### config.mk
export PLATFORM = sky130hd
export DESIGN_NAME = wb_sel_pipe
export DESIGN_NICKNAME = d
export VERILOG_FILES = /design/src/rtl/wb_pkg.sv /design/src/rtl/wb_skid_buf.sv /design/src/rtl/wb_sel_pipe.sv
export SDC_FILE = /design/constraint.sdc
export NUM_CORES = 1
export LEC_CHECK = 0
export CAP_MARGIN = 30
export CORE_MARGIN = 5
export CORE_UTILIZATION = 60
export CTS_CLUSTER_SIZE = 25
export DETAILED_ROUTE_END_ITERATION = 8
export DONT_BUFFER_PORTS = 1
export PLACE_DENSITY = 0.84
export SLEW_MARGIN = 20
export SYNTH_ARGS = -nofsm -noshare
export SYNTH_HDL_FRONTEND = slang
export SYNTH_SLANG_ARGS = --single-unit
### constraint.sdc
create_clock -name clk -period 2.1 [get_ports clk]
set_input_delay 0.42 -clock clk [delete_from_list [all_inputs] [get_ports clk]]
set_output_delay 0.42 -clock clk [all_outputs]
set_load 0.03 [all_outputs]
### src/rtl/wb_pkg.sv
// wb_pkg: shared definitions for the writeback select pipeline.
//   DATA_W / ADDR_W : default result width and register-file address width
//   ZERO_REG        : architectural zero register (writes are suppressed)
//   wb_entry_t      : one writeback entry (data, destination, write enable)
package wb_pkg;
  localparam int DATA_W   = 32;
  localparam int ADDR_W   = 5;
  localparam int ZERO_REG = 0;

  typedef struct packed {
    logic [DATA_W-1:0] data;
    logic [ADDR_W-1:0] addr;
    logic              we;
  } wb_entry_t;
endpackage

### src/rtl/wb_skid_buf.sv
// wb_skid_buf: two-entry valid/ready buffer (main + skid), generic over width.
//   clk_i, rst_ni          : clock, asynchronous active-low reset
//   in_valid_i/in_ready_o  : upstream handshake, in_data_i payload
//   out_valid_o/out_ready_i: downstream handshake, out_data_o always shows main
// in_ready_o comes straight from a flop, so out_ready_i never reaches it
// combinationally.
module wb_skid_buf #(
  parameter int W = 8
) (
  input  logic         clk_i,
  input  logic         rst_ni,
  input  logic         in_valid_i,
  output logic         in_ready_o,
  input  logic [W-1:0] in_data_i,
  output logic         out_valid_o,
  input  logic         out_ready_i,
  output logic [W-1:0] out_data_o
);
  logic         main_valid_q;
  logic         skid_valid_q;
  logic [W-1:0] main_q;
  logic [W-1:0] skid_q;
  logic         accept;
  logic         drain;

  assign accept = in_valid_i & ~skid_valid_q;
  assign drain  = main_valid_q & out_ready_i;

  always_ff @(posedge clk_i or negedge rst_ni) begin
    if (!rst_ni) begin
      main_valid_q <= 1'b0;
      skid_valid_q <= 1'b0;
      main_q       <= '0;
      skid_q       <= '0;
    end else if (drain) begin
      // Skid full implies no accept this cycle (in_ready was low).
      if (skid_valid_q) begin
        main_q       <= skid_q;
        skid_valid_q <= 1'b0;
      end else if (accept) begin
        main_q <= in_data_i;
      end else begin
        main_valid_q <= 1'b0;
      end
    end else if (accept) begin
      if (main_valid_q) begin
        skid_q       <= in_data_i;
        skid_valid_q <= 1'b1;
      end else begin
        main_q       <= in_data_i;
        main_valid_q <= 1'b1;
      end
    end
  end

  assign in_ready_o  = ~skid_valid_q;
  assign out_valid_o = main_valid_q;
  assign out_data_o  = main_q;
endmodule

### src/rtl/wb_sel_pipe.sv
// wb_sel_pipe: registered writeback source selector with a two-entry skid
// buffer between the MEM/WB register and the register-file write port.
//   clk, reset_n             : clock, asynchronous active-low reset
//   in_valid/in_ready        : upstream handshake
//   src_data, sel            : flattened candidate results and source index
//   in_addr, in_we           : destination register and write request
//   out_valid/out_ready      : downstream handshake
//   wb_data, wb_addr, wb_we  : registered head entry (wb_we qualified by valid)
//   sel_err                  : sticky flag, set by accepting an out-of-range sel
module wb_sel_pipe #(
  parameter int DATA_W  = wb_pkg::DATA_W,
  parameter int NUM_SRC = 4,
  parameter int SEL_W   = $clog2(NUM_SRC),
  parameter int ADDR_W  = wb_pkg::ADDR_W
) (
  input  logic                      clk,
  input  logic                      reset_n,
  input  logic                      in_valid,
  output logic                      in_ready,
  input  logic [NUM_SRC*DATA_W-1:0] src_data,
  input  logic [SEL_W-1:0]          sel,
  input  logic [ADDR_W-1:0]         in_addr,
  input  logic                      in_we,
  output logic                      out_valid,
  input  logic                      out_ready,
  output logic [DATA_W-1:0]         wb_data,
  output logic [ADDR_W-1:0]         wb_addr,
  output logic                      wb_we,
  output logic                      sel_err
);
  import wb_pkg::*;

  // Same layout as wb_entry_t, sized by this instance's parameters.
  typedef struct packed {
    logic [DATA_W-1:0] data;
    logic [ADDR_W-1:0] addr;
    logic              we;
  } entry_t;

  localparam int ENTRY_W = $bits(entry_t);

  logic [DATA_W-1:0]  sel_data;
  logic               sel_oor;
  logic               accept;
  logic               sel_err_q;
  entry_t             in_entry;
  entry_t             head_entry;
  logic [ENTRY_W-1:0] head_bits;

  // An out-of-range sel matches no source, so the mux naturally yields 0.
  always_comb begin
    sel_data = '0;
    for (int k = 0; k < NUM_SRC; k++) begin
      if (sel == SEL_W'(k)) sel_data = src_data[k*DATA_W +: DATA_W];
    end
  end

  assign sel_oor = ({1'b0, sel} >= (SEL_W+1)'(NUM_SRC));
  assign accept  = in_valid & in_ready;

  always_comb begin
    in_entry.data = sel_data;
    in_entry.addr = in_addr;
    // Writes to the zero register are dropped but the entry still flows.
    in_entry.we   = in_we & (in_addr != ADDR_W'(ZERO_REG));
  end

  always_ff @(posedge clk or negedge reset_n) begin
    if (!reset_n)               sel_err_q <= 1'b0;
    else if (accept && sel_oor) sel_err_q <= 1'b1;
  end

  wb_skid_buf #(.W(ENTRY_W)) u_buf (
    .clk_i       (clk),
    .rst_ni      (reset_n),
    .in_valid_i  (in_valid),
    .in_ready_o  (in_ready),
    .in_data_i   (in_entry),
    .out_valid_o (out_valid),
    .out_ready_i (out_ready),
    .out_data_o  (head_bits)
  );

  assign head_entry = entry_t'(head_bits);
  assign wb_data    = head_entry.data;
  assign wb_addr    = head_entry.addr;
  assign wb_we      = head_entry.we & out_valid;
  assign sel_err    = sel_err_q;
endmodule

==> flow_results.xml <==
<?xml version="1.0" encoding="UTF-8"?>
<metrics>
  <group name="power_and_ir_drop">
    <metric name="leakage" unit="uW">0.00179</metric>
    <metric name="design_power_total" unit="uW">6350</metric>
    <metric name="worst_ir_drop_vdd" unit="mV">0.570</metric>
    <metric name="powerDensity" unit="mW/mm^2">1470</metric>
  </group>
  <group name="drt">
    <metric name="route.final.wire_length" unit="um">9040</metric>
    <metric name="detail_route.wl_per_cell" unit="um">24.5</metric>
    <metric name="final_antenna_net_count" unit="">0</metric>
    <metric name="vias" unit="">2451</metric>
    <metric name="drc_errors" unit="">0</metric>
    <metric name="detail_route.first_pass.iterations" unit="">4</metric>
    <metric name="detail_route.vias_per_cell" unit="">6.64</metric>
    <metric name="drt_iter0_markers" unit="">94</metric>
  </group>
  <group name="critical_path">
    <metric name="worst-endpoint-required" unit="ns">2.33</metric>
    <metric name="worst-path-max-fanout" unit="">10</metric>
    <metric name="worstSetupEndpoint" unit="">u_buf.out_data_o[5]</metric>
    <metric name="worst_ep_arrival_time" unit="ns">1.93</metric>
    <metric name="worst_setup_path_end_kind" unit="">flop</metric>
    <metric name="reg2reg_depth" unit="">3</metric>
    <metric name="launching_element_type_of_the_critical_path" unit="">flop</metric>
    <metric name="worst_r2r_endpoint" unit="">u_buf.out_data_o[5]</metric>
    <metric name="crit_path_category" unit="">flop to flop</metric>
    <metric name="worst-r2r-setup-slack" unit="ns">0.41</metric>
    <metric name="timing.rr.start" unit="">u_buf.skid_valid_q</metric>
    <metric name="setup_crit_start" unit="">u_buf.skid_valid_q</metric>
  </group>
  <group name="sta">
    <metric name="hold_viol_final" unit="">78</metric>
    <metric name="rsz0062_at_grt" unit="">no</metric>
    <metric name="finalWorstPathRequiredPeriod" unit="ns">1.69</metric>
    <metric name="slew_violations" unit="">0</metric>
    <metric name="final_min_period_over_clock_period" unit="">0.807</metric>
    <metric name="totalNegativeSetupSlack" unit="ns">0</metric>
    <metric name="final_setup_violations" unit="">0</metric>
    <metric name="timing.clock.skew" unit="ns">0.00343</metric>
    <metric name="max_freq" unit="MHz">590</metric>
    <metric name="timing.hold.ws" unit="ns">-0.234</metric>
  </group>
  <group name="final_layout">
    <metric name="final_layout_size_suffix_gt1_frac" unit="">0.378</metric>
    <metric name="finish.net_count" unit="">406</metric>
    <metric name="n_antenna_cell" unit="">0</metric>
    <metric name="synthToLayoutAreaGrowth" unit="%">0.0577</metric>
    <metric name="count_of_filler_cells_inserted_in_the_layout" unit="">548</metric>
    <metric name="instances_no_fill" unit="">369</metric>
  </group>
  <group name="place">
    <metric name="detailedPlacementHpwl" unit="um">6630</metric>
    <metric name="dpl.cell_count" unit="">354</metric>
    <metric name="gp_routability_congestion" unit="">0.765</metric>
    <metric name="place.port_buffers" unit="">0</metric>
  </group>
  <group name="global_route">
    <metric name="antenna_found_initial" unit="">0</metric>
    <metric name="grt_start_max_net_pins" unit="">79</metric>
    <metric name="grt_pass1_vias" unit="">2625</metric>
    <metric name="grt_pass1_wl" unit="um">13900</metric>
    <metric name="track_usage" unit="">0.205</metric>
    <metric name="grt_remaining_overflow" unit="">0</metric>
  </group>
  <group name="clocking">
    <metric name="clock_latency" unit="ns">0.34</metric>
    <metric name="cts_buffer_depth" unit="">2</metric>
    <metric name="tritoncts" unit="">yes</metric>
    <metric name="worst_setup_hold_path_clk_slew" unit="ns">0.08</metric>
    <metric name="root_buffer" unit="">sky130_fd_sc_hd__clkbuf_8</metric>
    <metric name="postCtsSetupRepairBufs" unit="">0</metric>
    <metric name="htree_levels" unit="">3</metric>
    <metric name="cts_made_buffers" unit="">9</metric>
    <metric name="post_cts_resized" unit="">0</metric>
    <metric name="clock_sinks" unit="">78</metric>
  </group>
  <group name="synth">
    <metric name="synth_flop_cell" unit="">sky130_fd_sc_hd__dfrtp_1</metric>
    <metric name="async_flop_share" unit="">1.00</metric>
    <metric name="synthesis.nets" unit="">449</metric>
    <metric name="yosysMostFrequentCell" unit="">sky130_fd_sc_hd__dfrtp_1</metric>
    <metric name="syn_area_per_cell" unit="um^2">14.0</metric>
    <metric name="netlist_instances" unit="">309</metric>
    <metric name="netlist_area" unit="mm^2">0.00433</metric>
    <metric name="yosysSeqAreaShare" unit="">0.451</metric>
    <metric name="synth_area_leaders" unit="">sky130_fd_sc_hd__dfrtp_1 (45%), sky130_fd_sc_hd__mux4_2 (16%), sky130_fd_sc_hd__mux2_2 (11%)</metric>
    <metric name="yosys_warnings" unit="">0</metric>
    <metric name="yosys.cell_types.count" unit="">27</metric>
    <metric name="synth_edf_count" unit="">0</metric>
    <metric name="synth_largest_area_cell" unit="">sky130_fd_sc_hd__dfrtp_1</metric>
    <metric name="synth.ff_latch_count" unit="">78</metric>
    <metric name="synthTopCellsByCount" unit="">sky130_fd_sc_hd__dfrtp_1 (78), sky130_fd_sc_hd__mux2_2 (42), sky130_fd_sc_hd__buf_4 (41), sky130_fd_sc_hd__a221o_1 (32), sky130_fd_sc_hd__and2_1 (32)</metric>
    <metric name="post-synth-top-area-fraction" unit="">0.451</metric>
  </group>
  <group name="floorplanning">
    <metric name="io-pin-count" unit="">181</metric>
    <metric name="floorplan.die.width" unit="um">94.9</metric>
    <metric name="initial_core_util" unit="">0.607</metric>
    <metric name="die_height" unit="um">94.9</metric>
    <metric name="floorplan.die_area" unit="mm^2">0.00901</metric>
    <metric name="coreArea" unit="mm^2">0.00714</metric>
    <metric name="row_count" unit="">31</metric>
  </group>
  <group name="run">
    <metric name="maxCapViolCount" unit="">0</metric>
  </group>
  <group name="worst_hold_path">
    <metric name="hold_class" unit="">input pin to asynchronous set/reset pin</metric>
  </group>
  <group name="run_status">
    <metric name="violated_checks" unit="">hold timing</metric>
    <metric name="run_status" unit="">finished with violations</metric>
  </group>
</metrics>
report_power, final:
group	total (uW)	internal, uW	switching, uW	leakage, uW
Clock	1330	814	511	0.000119
Combinational	1710	1000	705	0.000715
Sequential	3320	2210	1100	0.000953
Total	6350	4030	2320	0.00179
how the worst min path moves through the flow:
stage / startpoint / end / slack [ns] / cells after the start
finish: reset_n / u_buf.out_data_o[30] / -0.23 / 0
global route: reset_n / u_buf.out_data_o[31] / -0.27 / 0
CTS: reset_n / u_buf.skid_q[31] / -0.25 / 0
detailed placement: reset_n / u_buf.out_data_o[31] / 0.13 / 0
global placement: reset_n / u_buf.out_data_o[31] / 0.13 / 0
floorplan: reset_n / u_buf.out_data_o[0] / 0.12 / 0
registers in the layout (all words and copies together) (netlist names):
| register | flops |
|---|---|
| u_buf.skid_q | 38 |
| u_buf.out_data_o | 38 |
| u_buf.out_valid_o | 1 |
| u_buf.skid_valid_q | 1 |
critical path, stage by stage (launching register included):
cell	delay, ns
sky130_fd_sc_hd__dfrtp_1	0.54
sky130_fd_sc_hd__and3_1	0.40
sky130_fd_sc_hd__mux2_2	0.38
sky130_fd_sc_hd__mux2_4	0.26
layer usage:
| layer | vias to the layer above | global-route usage | routed length, um |
|---|---|---|---|
| li1 | 1054 | - | - |
| met1 | 1255 | 0.247 | 3420 |
| met2 | 130 | 0.334 | 4630 |
| met3 | 12 | 0.0829 | 881 |
| met4 | 0 | 0.0733 | 108 |
| met5 | - | 0 | 0 |
layout by cell type (no fill, tap or decap), types with 3 or more instances in the layout:
master and n:
sky130_fd_sc_hd__mux4_2 30, sky130_fd_sc_hd__dfrtp_1 78, sky130_fd_sc_hd__mux2_2 42, sky130_fd_sc_hd__a221o_1 32, sky130_fd_sc_hd__clkbuf_8 10, sky130_fd_sc_hd__o21ai_0 3, sky130_fd_sc_hd__mux2_4 5, sky130_fd_sc_hd__inv_1 4
sky130_fd_sc_hd__and2_1 32, sky130_fd_sc_hd__bufinv_16 3, sky130_fd_sc_hd__buf_4 8
kinds of logic after synthesis:
family,count (synthesis),synth area share
buf+inv,66,0.103
compound gates,42,0.0879
flops,78,0.451
other cells,1,0.000866
simple gates,43,0.0627
mux,79,0.295
metrics by stage:
step | hold WS, ns | utilization | setup WS (ns) | cell area [um^2]
global route | -0.269 | 0.607 | 0.354 | 4330
detailed placement | 0.126 | 0.574 | 0.443 | 4100
CTS | -0.253 | 0.607 | 0.411 | 4330
floorplan | 0.124 | - | 0.341 | 4330
finish | -0.234 | 0.607 | 0.405 | 4330
global placement | 0.126 | 0.574 | 0.510 | 4100
layout make-up:
class                      instances  area (um^2)  area share
clock inverter                     4         95.1      0.0220
timing repair buffer               8         60.1      0.0139
tap                               99          124      0.0286
inverter                           4         15.0     0.00347
sequential                        78         1950       0.451
multi-input combinational        165         1940       0.449
clock buffer                      11          141      0.0326
Power figures use the tool's default switching activity.
